--- config.mk ---
export PLATFORM = sky130hd
export DESIGN_NAME = multicycle_ctrl
export DESIGN_NICKNAME = d
export VERILOG_FILES = /design/src/rtl/ctrl_pkg.sv /design/src/rtl/alu_decoder.sv /design/src/rtl/multicycle_ctrl.sv
export SDC_FILE = /design/constraint.sdc
export NUM_CORES = 1
export LEC_CHECK = 0
export ABC_AREA = 1
export ABC_CLOCK_PERIOD_IN_PS = 1110
export CAP_MARGIN = 20
export CELL_PAD_IN_SITES_DETAIL_PLACEMENT = 0
export CELL_PAD_IN_SITES_GLOBAL_PLACEMENT = 1
export CORE_MARGIN = 2
export CORE_UTILIZATION = 34
export DETAILED_ROUTE_END_ITERATION = 8
export DONT_BUFFER_PORTS = 1
export GPL_TIMING_DRIVEN = 0
export PLACE_DENSITY = 0.63
export SYNTH_ARGS = -nofsm -noshare
export SYNTH_HDL_FRONTEND = slang
export SYNTH_SLANG_ARGS = --single-unit
--- constraint.sdc ---
create_clock -name clk -period 1.11 [get_ports clk]
set_input_delay 0.1665 -clock clk [delete_from_list [all_inputs] [get_ports clk]]
set_output_delay 0.1665 -clock clk [all_outputs]
set_load 0.03 [all_outputs]
--- src/rtl/ctrl_pkg.sv ---
// Shared definitions for the multicycle control unit: FSM states, opcode
// classes and the ALUCtrl encodings also used by the datapath ALU.
package ctrl_pkg;

    typedef enum logic [2:0] {
        S_IF  = 3'd0,
        S_ID  = 3'd1,
        S_EX  = 3'd2,
        S_MEM = 3'd3,
        S_WB  = 3'd4
    } state_t;

    typedef enum logic [2:0] {
        C_R   = 3'd0,
        C_I   = 3'd1,
        C_LW  = 3'd2,
        C_SW  = 3'd3,
        C_BEQ = 3'd4,
        C_ILL = 3'd5
    } iclass_t;

    localparam logic [6:0] OPC_R   = 7'b0110011;
    localparam logic [6:0] OPC_I   = 7'b0010011;
    localparam logic [6:0] OPC_LW  = 7'b0000011;
    localparam logic [6:0] OPC_SW  = 7'b0100011;
    localparam logic [6:0] OPC_BEQ = 7'b1100011;

    localparam logic [3:0] ALU_AND = 4'b0000;
    localparam logic [3:0] ALU_OR  = 4'b0001;
    localparam logic [3:0] ALU_ADD = 4'b0010;
    localparam logic [3:0] ALU_SUB = 4'b0110;
    localparam logic [3:0] ALU_SLT = 4'b0111;
    localparam logic [3:0] ALU_SRL = 4'b1000;
    localparam logic [3:0] ALU_SLL = 4'b1001;
    localparam logic [3:0] ALU_SRA = 4'b1010;
    localparam logic [3:0] ALU_XOR = 4'b1101;

    function automatic iclass_t classify(input logic [6:0] opc);
        case (opc)
            OPC_R:   return C_R;
            OPC_I:   return C_I;
            OPC_LW:  return C_LW;
            OPC_SW:  return C_SW;
            OPC_BEQ: return C_BEQ;
            default: return C_ILL;
        endcase
    endfunction

endpackage

--- src/rtl/alu_decoder.sv ---
// Combinational ALUCtrl decode from instruction class, funct3 and funct7[5].
module alu_decoder
    import ctrl_pkg::*;
(
    input  iclass_t    i_class,
    input  logic [2:0] i_funct3,
    input  logic       i_funct7b5,
    output logic [3:0] o_alu_ctrl
);

    logic [3:0] w_arith;

    // funct3 map shared by R and I-ALU; SLTU/SLTIU fall back to SLT
    always_comb begin
        w_arith = ALU_ADD;
        case (i_funct3)
            3'b000: w_arith = (i_class == C_R && i_funct7b5) ? ALU_SUB : ALU_ADD;
            3'b001: w_arith = ALU_SLL;
            3'b010: w_arith = ALU_SLT;
            3'b011: w_arith = ALU_SLT;
            3'b100: w_arith = ALU_XOR;
            3'b101: w_arith = i_funct7b5 ? ALU_SRA : ALU_SRL;
            3'b110: w_arith = ALU_OR;
            3'b111: w_arith = ALU_AND;
            default: w_arith = ALU_ADD;
        endcase
    end

    always_comb begin
        o_alu_ctrl = ALU_ADD;
        case (i_class)
            C_R, C_I: o_alu_ctrl = w_arith;
            C_BEQ:    o_alu_ctrl = ALU_SUB;
            default:  o_alu_ctrl = ALU_ADD;
        endcase
    end

endmodule

--- src/rtl/multicycle_ctrl.sv ---
// Five-state (IF/ID/EX/MEM/WB) control unit for the RV32I subset datapath.
// Define CTRL_PERF_CNT_EN to add the instret and stall_cnt counter outputs.
module multicycle_ctrl
    import ctrl_pkg::*;
(
    input  logic        clk,
    input  logic        rst,
    input  logic [31:0] instr,
    input  logic        Zero,
    input  logic        dReady,
    output logic        PCSrc,
    output logic        ALUSrc,
    output logic        RegWrite,
    output logic        MemToReg,
    output logic        loadPC,
    output logic        MemRead,
    output logic        MemWrite,
    output logic [3:0]  ALUCtrl
`ifdef CTRL_PERF_CNT_EN
    ,
    output logic [31:0] instret,
    output logic [31:0] stall_cnt
`endif
);

    state_t     r_state;
    logic [31:0] r_ir;
    logic       r_br;
    iclass_t    w_class;
    logic [3:0] w_alu_ctrl;
    logic       w_is_mem;
    logic       w_unused_ir;

    assign w_class     = classify(r_ir[6:0]);
    assign w_is_mem    = (w_class == C_LW) || (w_class == C_SW);
    assign w_unused_ir = ^{r_ir[31], r_ir[29:15], r_ir[11:7]};

    alu_decoder u_alu_decoder (
        .i_class    (w_class),
        .i_funct3   (r_ir[14:12]),
        .i_funct7b5 (r_ir[30]),
        .o_alu_ctrl (w_alu_ctrl)
    );

    // Decode outputs come straight from IR, so they are stable from ID to WB
    assign ALUCtrl  = (r_state == S_IF) ? 4'b0000 : w_alu_ctrl;
    assign ALUSrc   = (r_state != S_IF) &&
                      (w_class == C_I || w_class == C_LW || w_class == C_SW);
    assign MemToReg = (r_state != S_IF) && (w_class == C_LW);

    always_ff @(posedge clk or posedge rst) begin
        if (rst) begin
            r_state  <= S_IF;
            r_ir     <= 32'd0;
            r_br     <= 1'b0;
            PCSrc    <= 1'b0;
            RegWrite <= 1'b0;
            loadPC   <= 1'b0;
            MemRead  <= 1'b0;
            MemWrite <= 1'b0;
        end else begin
            PCSrc    <= 1'b0;
            RegWrite <= 1'b0;
            loadPC   <= 1'b0;
            case (r_state)
                S_IF: begin
                    r_ir    <= instr;
                    r_br    <= 1'b0;
                    r_state <= S_ID;
                end
                S_ID: r_state <= S_EX;
                S_EX: begin
                    r_br     <= (w_class == C_BEQ) && Zero;
                    MemRead  <= (w_class == C_LW);
                    MemWrite <= (w_class == C_SW);
                    r_state  <= S_MEM;
                end
                S_MEM: begin
                    // Memory classes wait on dReady; everything else passes through
                    if (!w_is_mem || dReady) begin
                        MemRead  <= 1'b0;
                        MemWrite <= 1'b0;
                        loadPC   <= 1'b1;
                        PCSrc    <= r_br;
                        RegWrite <= (w_class == C_R) || (w_class == C_I) ||
                                    (w_class == C_LW);
                        r_state  <= S_WB;
                    end
                end
                S_WB:    r_state <= S_IF;
                default: r_state <= S_IF;
            endcase
        end
    end

`ifdef CTRL_PERF_CNT_EN
    always_ff @(posedge clk or posedge rst) begin
        if (rst) begin
            instret   <= 32'd0;
            stall_cnt <= 32'd0;
        end else begin
            if (r_state == S_WB)
                instret <= instret + 32'd1;
            if (r_state == S_MEM && !dReady)
                stall_cnt <= stall_cnt + 32'd1;
        end
    end
`endif

endmodule

# [Yosys cells after proc, flatten, opt, wreduce, memory -nomap -nowiden]
# Cells that the tools add are included.
[word_totals] wordCells=66 register_bits=40 out_inout_bits=11
[classes] n_reduce_logical=20 n_eq_ne=20 muxes=18
[ops] op="one-hot mux 4 bit (7 select lines)" n=1
[ops] op="equality test 3 x 2 -> 1 bit (second input constant)" n=6
[ops] op="equality test 3 bit (second input constant)" n=5
[ops] op="one-hot mux 3 bit (5 select lines)" n=1
[ops] op="equality test 7 x 6 -> 1 bit (second input constant)" n=2
[ops] op="one-hot mux 3 bit (4 select lines)" n=1
[ops] op="equality test 3 x 1 -> 1 bit (second input constant)" n=3
[ops] op="logical NOT 3 bit" n=3
[ops] op="one-hot mux 4 bit (2 select lines)" n=1
[ops] op="equality test 7 x 2 -> 1 bit (second input constant)" n=1
[ops] op="equality test 7 x 5 -> 1 bit (second input constant)" n=1
[ops] op="equality test 7 bit (second input constant)" n=1
[ops] op="2-to-1 mux 1 bit" n=7
[ops] op="logical OR 1 bit" n=6
[ops] op="2-to-1 mux 3 bit" n=2
[ops] op="one-hot mux 1 bit (2 select lines)" n=3
[ops] op="logical AND 1 bit" n=4
[ops] op="2-to-1 mux 4 bit" n=1
[ops] op="nonzero test 2 bit" n=2
[ops] op="OR reduction 2 bit" n=2
[ops] op="nonzero test 3 bit" n=1
[ops] op="2-to-1 mux 2 bit" n=1
[ops] op="!= test 2 bit (second input constant)" n=1
[ops] op="AND reduction 2 bit" n=1
[ops] op="logical NOT 1 bit" n=1

# [Longest topological paths before layout]
# Gate-level depths: netlist of the first run.
[depth] depth_word=8 depth_mapped=8

# [By module]
# Synthesis of the first run repeated with hierarchy kept, for this count alone.
[unflattened] hier_cells=133 hier_area_um2=1003.5
[by_module_without_submodules] module="multicycle_ctrl" area_per_inst_um2=900.9 cells_each=109 n_inst=1
[by_module_without_submodules] module="alu_decoder" area_per_inst_um2=102.6 cells_each=24 n_inst=1

# [Worst setup path after synthesis of the first run]
# No wires, ideal clock.
[synth_path] path_kind="reg2out" from="reg r_state[0]" to="out MemToReg" required_ns=0.943 setup_slack_ns=-0.665 path_stages_with_launch=5 arrival_time_ns=1.608 path_cell_list="dfrtp_1 inv_1 nand2_2 inv_4 nor4_1"
[synth_between] elab_chain_len=2
[synth_lines] element="from (decl)" line_no="multicycle_ctrl.sv:26" rtl="state_t r_state;"
[synth_lines] element="from (signal assigned)" line_no="multicycle_ctrl.sv:53" rtl="r_state <= S_IF;"
[synth_lines] element="from (signal assigned)" line_no="multicycle_ctrl.sv:69" rtl="r_state <= S_ID;"
[synth_lines] element="from (signal assigned)" line_no="multicycle_ctrl.sv:71" rtl="S_ID: r_state <= S_EX;"
[synth_lines] element="nonzero test 3 bit" line_no="multicycle_ctrl.sv:49" rtl="assign MemToReg = (r_state != S_IF) && (w_class == C_LW);"
[synth_lines] element="logical AND 1 bit" line_no="multicycle_ctrl.sv:49"
[synth_lines] element="to (decl)" line_no="multicycle_ctrl.sv:14" rtl="output logic MemToReg,"
# Every way passes these cells.

# [Final worst setup path of the first run]
[layout_path] from="reg r_ir[3]" to="out MemToReg"
[layout_between] elab_chain_len=4
[layout_lines] element="from (decl)" line_no="multicycle_ctrl.sv:27" rtl="logic [31:0] r_ir;"
[layout_lines] element="from (signal assigned)" line_no="multicycle_ctrl.sv:67" rtl="r_ir <= instr;"
[layout_lines] element="equality test 7 bit (tied with other cells)" line_no="ctrl_pkg.sv:39" rtl="case (opc)"
[layout_lines] element="one-hot mux 3 bit (5 select lines) (*)" line_no="ctrl_pkg.sv:39"
[layout_lines] element="equality test 3 x 2 -> 1 bit (*)" line_no="multicycle_ctrl.sv:49"
[layout_lines] element="logical AND 1 bit (*)" line_no="multicycle_ctrl.sv:49"
# Mark *: on every way between the ends. The rest lies on a longest branch, timed or not.

==> impl_metrics.yaml, run 1 <==
run_status:
  status: "finished with violations"
  failed_checks: "negative setup slack"
power:
  p_total_uw: 4150
  p_int_uw: 2250
  pwr-share-clk: 0.103
  peakVddDrop_v: 0.00165
  p_sw_uw: 1890
  swShare: 0.456
  p_per_area_nw_per_um2: 2710
  power_leakage_uw: 0.000705
  combPwrFrac: 0.578
  seq_power_share: 0.319
worst_hold_path:
  hold_class: "primary input to flip-flop"
  worstHoldPathCells: 3
routing:
  antenna_left: 0
  dr.pass1.iters: 2
  drc: 0
  post_drt_wl_per_cell_um: 13.1
  dr_total_vias: 860
  via_per_inst: 4.75
  wl_mm: 2.36
  first_iter_violations: 16
timing:
  rsz0062_at_grt: "true"
  fin_crit_sh: 1.50
  hold_viol_final: 0
  final-setup-viol-count: 21
  fin_ws_ps: -552
  skew_ps: 2.31
  whs_ps: 116
  period_needed_ps: 1660
  max_slew_margin: 0.477
  tns_ps: -6380
  slew_violations: 0
  tightest_slew_ps: 783
  fmax_mhz: 602
setup_path:
  reg2regPathDepth: 10
  cp_slowest_cell: "dfrtp_1"
  cp.depth: 4
  cpLargestDelayFamily: "simple AND/OR/NAND/NOR gates"
  startpoint_type: "flip-flop"
  worstPathMaxFanout: 3
  cp_slowest_stage_delay_ps: 420
  crit_arrival_ps: 1500
  crit_chain: "nor2_4, nand3_4, buf_6, nor4_4"
  critPathKind: "flip-flop to primary output"
  crit_path_end_kind: "primary output"
  crit_required_ps: 940
  crit_buf_inv: 1
grt:
  grt_max_degree: 21
  grt_pass1_vias: 861
  gr-total-overflow: 0
  grt_usage: 0.164
  grt_pass1_wl_mm: 4.00
  antenna_found_initial: 0
placement:
  gp_congestion: 0.705
  port_buffers: 0
  dp_worst_setup_slack_ps: -439
  hpwl_mm: 1.40
final_layout:
  diodes: 0
  num-fill-cells: 263
  num-nets-final: 187
  area_growth_syn_to_layout_pct: 62.8
  drive_gt1_frac: 0.453
  final_util: 0.570
yosys:
  post_synth_inst_count: 111
  ys_warn_count: 0
  syn_avg_cell_area_um2: 8.47
  ys_ff_latch: 20
  synth_area_um2: 940
  synth.distinct_cells: 23
  syn-num-nets: 147
  synth-seq-area-share: 0.533
floorplan:
  ioPinCount: 47
  core_um2: 2690
  die-width_um: 56.6
  die-area_um2: 3200
  start_util: 0.350
  die_h_um: 56.6
  rows: 19
cts:
  cts.sinks: 20
  insertion_delay_ps: 300
  clockRootBuffer: "clkbuf_4"
  path_clk_slew_ps: 110
  cts_htree_levels: 1
  numCtsBuffers: 3
  cts_tree: "yes"
  clk_path_buf_depth: 2
job:
  drv_cap: 0
## state kept, by name, indices dropped and copies added (netlist names)
name	count
r_ir	11
PCSrc	1
loadPC	1
MemWrite	1
r_state	3
r_br	1
RegWrite	1
MemRead	1
## worst paths after layout
| kind | startpoint | end | slack (ps) |
|---|---|---|---|
| max | r_ir[3] | MemToReg | -550 |
| min | dReady | r_state[0] | 120 |
| max reg2reg | r_ir[3] | MemWrite | -390 |
| min reg2reg | r_br | PCSrc | 500 |
| max in group asynchronous | rst | r_ir[4] | 130 |
| min in group asynchronous | rst | r_ir[3] | 440 |
## synthesized netlist by cell type
cell type	n	area [um2]
inv_1	18	67.6
buf_6	1	11.3
inv_4	1	6.26
a211oi_1	2	15.0
nand3_2	1	10.0
nand2_2	1	6.26
nand3_4	1	17.5
nand2_1	34	128
a31oi_1	1	6.26
nand3b_1	1	7.51
nand4_1	2	12.5
o22ai_1	1	6.26
nor4_1	1	6.26
nor2_1	6	22.5
nand3_1	2	10.0
o21ai_1	3	15.0
nor3_1	2	10.0
nor2_4	2	22.5
o21ai_0	7	35.0
a21oi_1	2	10.0
nor2_2	1	6.26
dfrtp_1	20	500
o21a_1	1	7.51
## per-stage QoR
step / area [um2] / std cells
finish: 1530 / 181
global placement: 1040 / 142
CTS: 1420 / 177
global route: 1530 / 181
floorplan: 1000 / 111
detailed placement: 1040 / 142
## worst reg2reg max path, cell delays in order (launching register included)
cell     delay [ps]
dfrtp_1         420
nor2_4          140
nand3_4         100
buf_6           150
buf_6           110
buf_6           110
nor2_4          130
nand3_4         110
nand2_4          80
nand2_2          40
nand2_1          70
## power by group through the flow
stage	clock network, uW	logic, uW	registers [uW]
after floorplan	0	1110	1250
after global placement	0	1310	1300
after detailed placement	0	1330	1300
after CTS	443	2020	1280
after global routing	472	2640	1360
final	427	2400	1320
## cells in the final DEF (no fill, tap or decap), drive strengths merged
| master | n |
|---|---|
| nand2 | 35 |
| buf | 23 |
| dfrtp | 20 |
| inv | 19 |
| dlygate4sd3 | 13 |
| o21ai | 10 |
| nor2 | 9 |
| clkbuf | 4 |
| nand3 | 4 |
| nand4 | 2 |
| a211oi | 2 |
| a21oi | 2 |
| nor3 | 2 |
| o21a | 1 |
| nand3b | 1 |
| o22ai | 1 |
| a31oi | 1 |
| nor4 | 1 |
## layout make-up
cell class | count | area (um2) | area share
inverter | 19 | 78.8 | 0.0515
buffer | 1 | 20.0 | 0.0131
timing repair buffer | 35 | 325 | 0.213
tap | 31 | 38.8 | 0.0253
sequential | 20 | 504 | 0.330
multi-input combinational | 71 | 527 | 0.344
clock buffer | 4 | 36.3 | 0.0237
## routing by layer
metal / vias up / routed length, um / global-route usage
li1: 428 / - / -
met1: 412 / 1040 / 0.213
met2: 16 / 1230 / 0.274
met3: 4 / 79 / 0.0323
met4: 0 / 22 / 0.0510
met5: - / 0 / 0
## what timing repair did
item | in CTS | in global routing
resized for setup | 27 | 29
setup buffers | 18 | 6
hold buffers | 13 | 0
setup endpoints to repair | 26 | 26
hold endpoints to repair | 32 | 0
pin swaps | 13 | 13
## cell families (layout without fill, tap and decap cells)
kind of cell,after synthesis,after routing,synth area share
and+or+nand+nor,54,54,0.276
DFF,20,20,0.533
buffers and inverters,20,59,0.0905
AOI/OAI and AO/OA,17,17,0.101
(Power assumes the default switching activity.)
==> inputs of run 2 (changes only) <==
--- a/config.mk
+++ b/config.mk
@@ -5,7 +5,6 @@
 export SDC_FILE = /design/constraint.sdc
 export NUM_CORES = 1
 export LEC_CHECK = 0
-export ABC_AREA = 1
 export ABC_CLOCK_PERIOD_IN_PS = 1110
 export CAP_MARGIN = 20
 export CELL_PAD_IN_SITES_DETAIL_PLACEMENT = 0
@@ -15,7 +14,7 @@
 export DETAILED_ROUTE_END_ITERATION = 8
 export DONT_BUFFER_PORTS = 1
 export GPL_TIMING_DRIVEN = 0
-export PLACE_DENSITY = 0.63
+export PLACE_DENSITY = 0.59
 export SYNTH_ARGS = -nofsm -noshare
 export SYNTH_HDL_FRONTEND = slang
 export SYNTH_SLANG_ARGS = --single-unit
==> impl_metrics.yaml, run 2 <==
run_status:
  status: "finished with violations"
  failed_checks: "negative setup slack"
floorplan:
  core_um2: 2760
  rows: 19
  die_h_um: 57.7
  start_util: 0.356
  die-area_um2: 3330
  ioPinCount: 47
  die-width_um: 57.7
grt:
  grt_max_degree: 21
  grt_pass1_wl_mm: 3.66
  grt_pass1_vias: 715
  antenna_found_initial: 0
  gr-total-overflow: 0
  grt_usage: 0.145
final_layout:
  multiInputGateArea_um2: 644
  num-fill-cells: 241
  layout_common_cells: "dfrtp_1, mux2_4, dlygate4sd3_1"
  area_growth_syn_to_layout_pct: 52.0
  diodes: 0
  final_util: 0.541
  num-nets-final: 144
  largest_register_ffs: 11
  final_common_cell: "dfrtp_1"
  drive_gt1_frac: 0.538
  final_area_um2: 1490
  fin_cells: 137
  seqCellArea_um2: 507
  top_regs: "r_ir x11, r_state x3"
  top_register: "r_ir"
timing:
  tightest_slew_ps: 509
  whs_ps: 6.04
  period_needed_ps: 1790
  fin_crit_sh: 1.62
  fin_ws_ps: -683
  max_slew_margin: 0.658
  slew_violations: 0
  skew_ps: 3.20
  rsz0062_at_grt: "true"
  final-setup-viol-count: 26
  hold_viol_final: 0
  fmax_mhz: 558
placement:
  dp.cells: 110
  port_buffers: 0
  placedInstanceArea_um2: 1140
  hpwl_mm: 1.49
  gp_congestion: 0.691
yosys:
  synthFlopType: "dfrtp_1"
  syn_avg_cell_area_um2: 12.4
  post_synth_inst_count: 79
  synth_common_cells: "dfrtp_1, mux2_4, mux2_2, nand2_1, nor2_1"
  synth_top_cell_area_share: 0.510
  synth.distinct_cells: 30
  synth-seq-area-share: 0.510
  ys_ff_latch: 20
  ys_warn_count: 0
  syn-num-nets: 115
  synth_area_leaders: "dfrtp_1, mux2_4, mux2_2"
  yosysTopAreaCell: "dfrtp_1"
  synth_edf_count: 0
  synth_area_um2: 982
  synth_async_sr_flop_share: 1.00
  yosysMostFrequentCell: "dfrtp_1"
setup_path:
  crit_arrival_ps: 1630
  crit_required_ps: 940
  startpoint_type: "flip-flop"
  critPathKind: "flip-flop to primary output"
  crit_path_end_kind: "primary output"
  worstPathMaxFanout: 3
power:
  p_per_area_nw_per_um2: 2940
  power_leakage_uw: 0.000613
  peakVddDrop_v: 0.00223
routing:
  first_iter_violations: 33
  post_drt_wl_per_cell_um: 16.9
  dr_total_vias: 763
  via_per_inst: 5.57
  antenna_left: 0
  drc: 0
  dr.pass1.iters: 4
  wl_mm: 2.32
cts:
  clk_path_buf_depth: 2
  clockRootBuffer: "clkbuf_4"
  numCtsBuffers: 3
  path_clk_slew_ps: 110
  cts_htree_levels: 1
  insertion_delay_ps: 300
  cts.sinks: 20
  cts_tree: "yes"
job:
  drv_cap: 0
worst_hold_path:
  hold_class: "primary input to flip-flop"
-- run 2: cell types whose count changed in the layout (fill, tap and decap cells not counted), sizes merged, moves of 4 or more --
| cell | delta |
|---|---|
| mux2 | +11 |
| inv | -17 |
| nand2 | -29 |
| nand3 | -4 |
| nor2 | -4 |
| o21ai | -10 |
| buf | -8 |
-- run 2: cell type report --
type	count	area share
repair buffers	24	0.154
multi-input cells	54	0.432
well taps	31	0.0260
inverters	3	0.0101
flip-flops and latches	20	0.339
clock buffers	3	0.0151
plain buffers	2	0.0235
-- run 2: power by group --
part           switching [uW]  total, uW  internal (uW)
combinational            1110       2500           1390
sequential                512       1550           1040
clock                     214        340            127
-- run 2: worst max-delay path, stage by stage, from the launching register on --
cell and delay, ps:
dfrtp_1 400, and4bb_4 390, o2111ai_4 160, a211oi_4 370
-- run 2: repair_timing --
action	CTS	global route
pin swaps	3	5
resized for setup	10	23
hold endpoints to repair	23	7
hold buffers	4	7
endpoints found under the setup margin	25	27
buffers inserted	9	8
-- run 2: final timing paths --
check                           startpoint          to  slack [ps]  depth (start not counted)
worst min-delay path             instr[12]    r_ir[12]           6                          1
worst max register to register  r_state[2]    r_ir[12]        -470                          6
max in group asynchronous              rst  r_state[1]         480                          2
worst max-delay path               r_ir[3]  ALUCtrl[0]        -680                          3
worst min register to register        r_br        r_br         490                          2
min in group asynchronous              rst     r_ir[0]         340                          2
-- run 2: cell families after synthesis --
| logic type | after synthesis | synth area share |
|---|---|---|
| AOI/OAI and AO/OA | 15 | 0.120 |
| DFF | 20 | 0.510 |
| buffers and inverters | 5 | 0.0369 |
| muxes | 11 | 0.149 |
| and+or+nand+nor | 28 | 0.185 |
-- run 2: stage by stage --
step | total power [uW] | worst slack, ps | setup TNS, ps
final | 4390 | -683 | -9640
after global routing | 4670 | -780 | -11000
after CTS | 4000 | -707 | -9830
after detailed placement | 3240 | -423 | -7380
after global placement | 3200 | -426 | -7160
after floorplan | 2940 | -306 | -4840
-- run 2: metal layers --
layer	part of all wire	global-route usage	wire length [um]
met1	0.43	0.190	989
met2	0.50	0.235	1160
met3	0.057	0.0491	133
met4	0.014	0.0299	33
met5	0	0	0
==> inputs of run 3 (changes only) <==
--- a/config.mk
+++ b/config.mk
@@ -5,6 +5,7 @@
 export SDC_FILE = /design/constraint.sdc
 export NUM_CORES = 1
 export LEC_CHECK = 0
+export ABC_AREA = 1
 export ABC_CLOCK_PERIOD_IN_PS = 1110
 export CAP_MARGIN = 20
 export CELL_PAD_IN_SITES_DETAIL_PLACEMENT = 0
@@ -14,7 +15,7 @@
 export DETAILED_ROUTE_END_ITERATION = 8
 export DONT_BUFFER_PORTS = 1
 export GPL_TIMING_DRIVEN = 0
-export PLACE_DENSITY = 0.59
+export PLACE_DENSITY = 0.63
 export SYNTH_ARGS = -nofsm -noshare
 export SYNTH_HDL_FRONTEND = slang
 export SYNTH_SLANG_ARGS = --single-unit
==> results of run 3 <==
No change in the layout: final DEF, timing and power equal those of run 1.
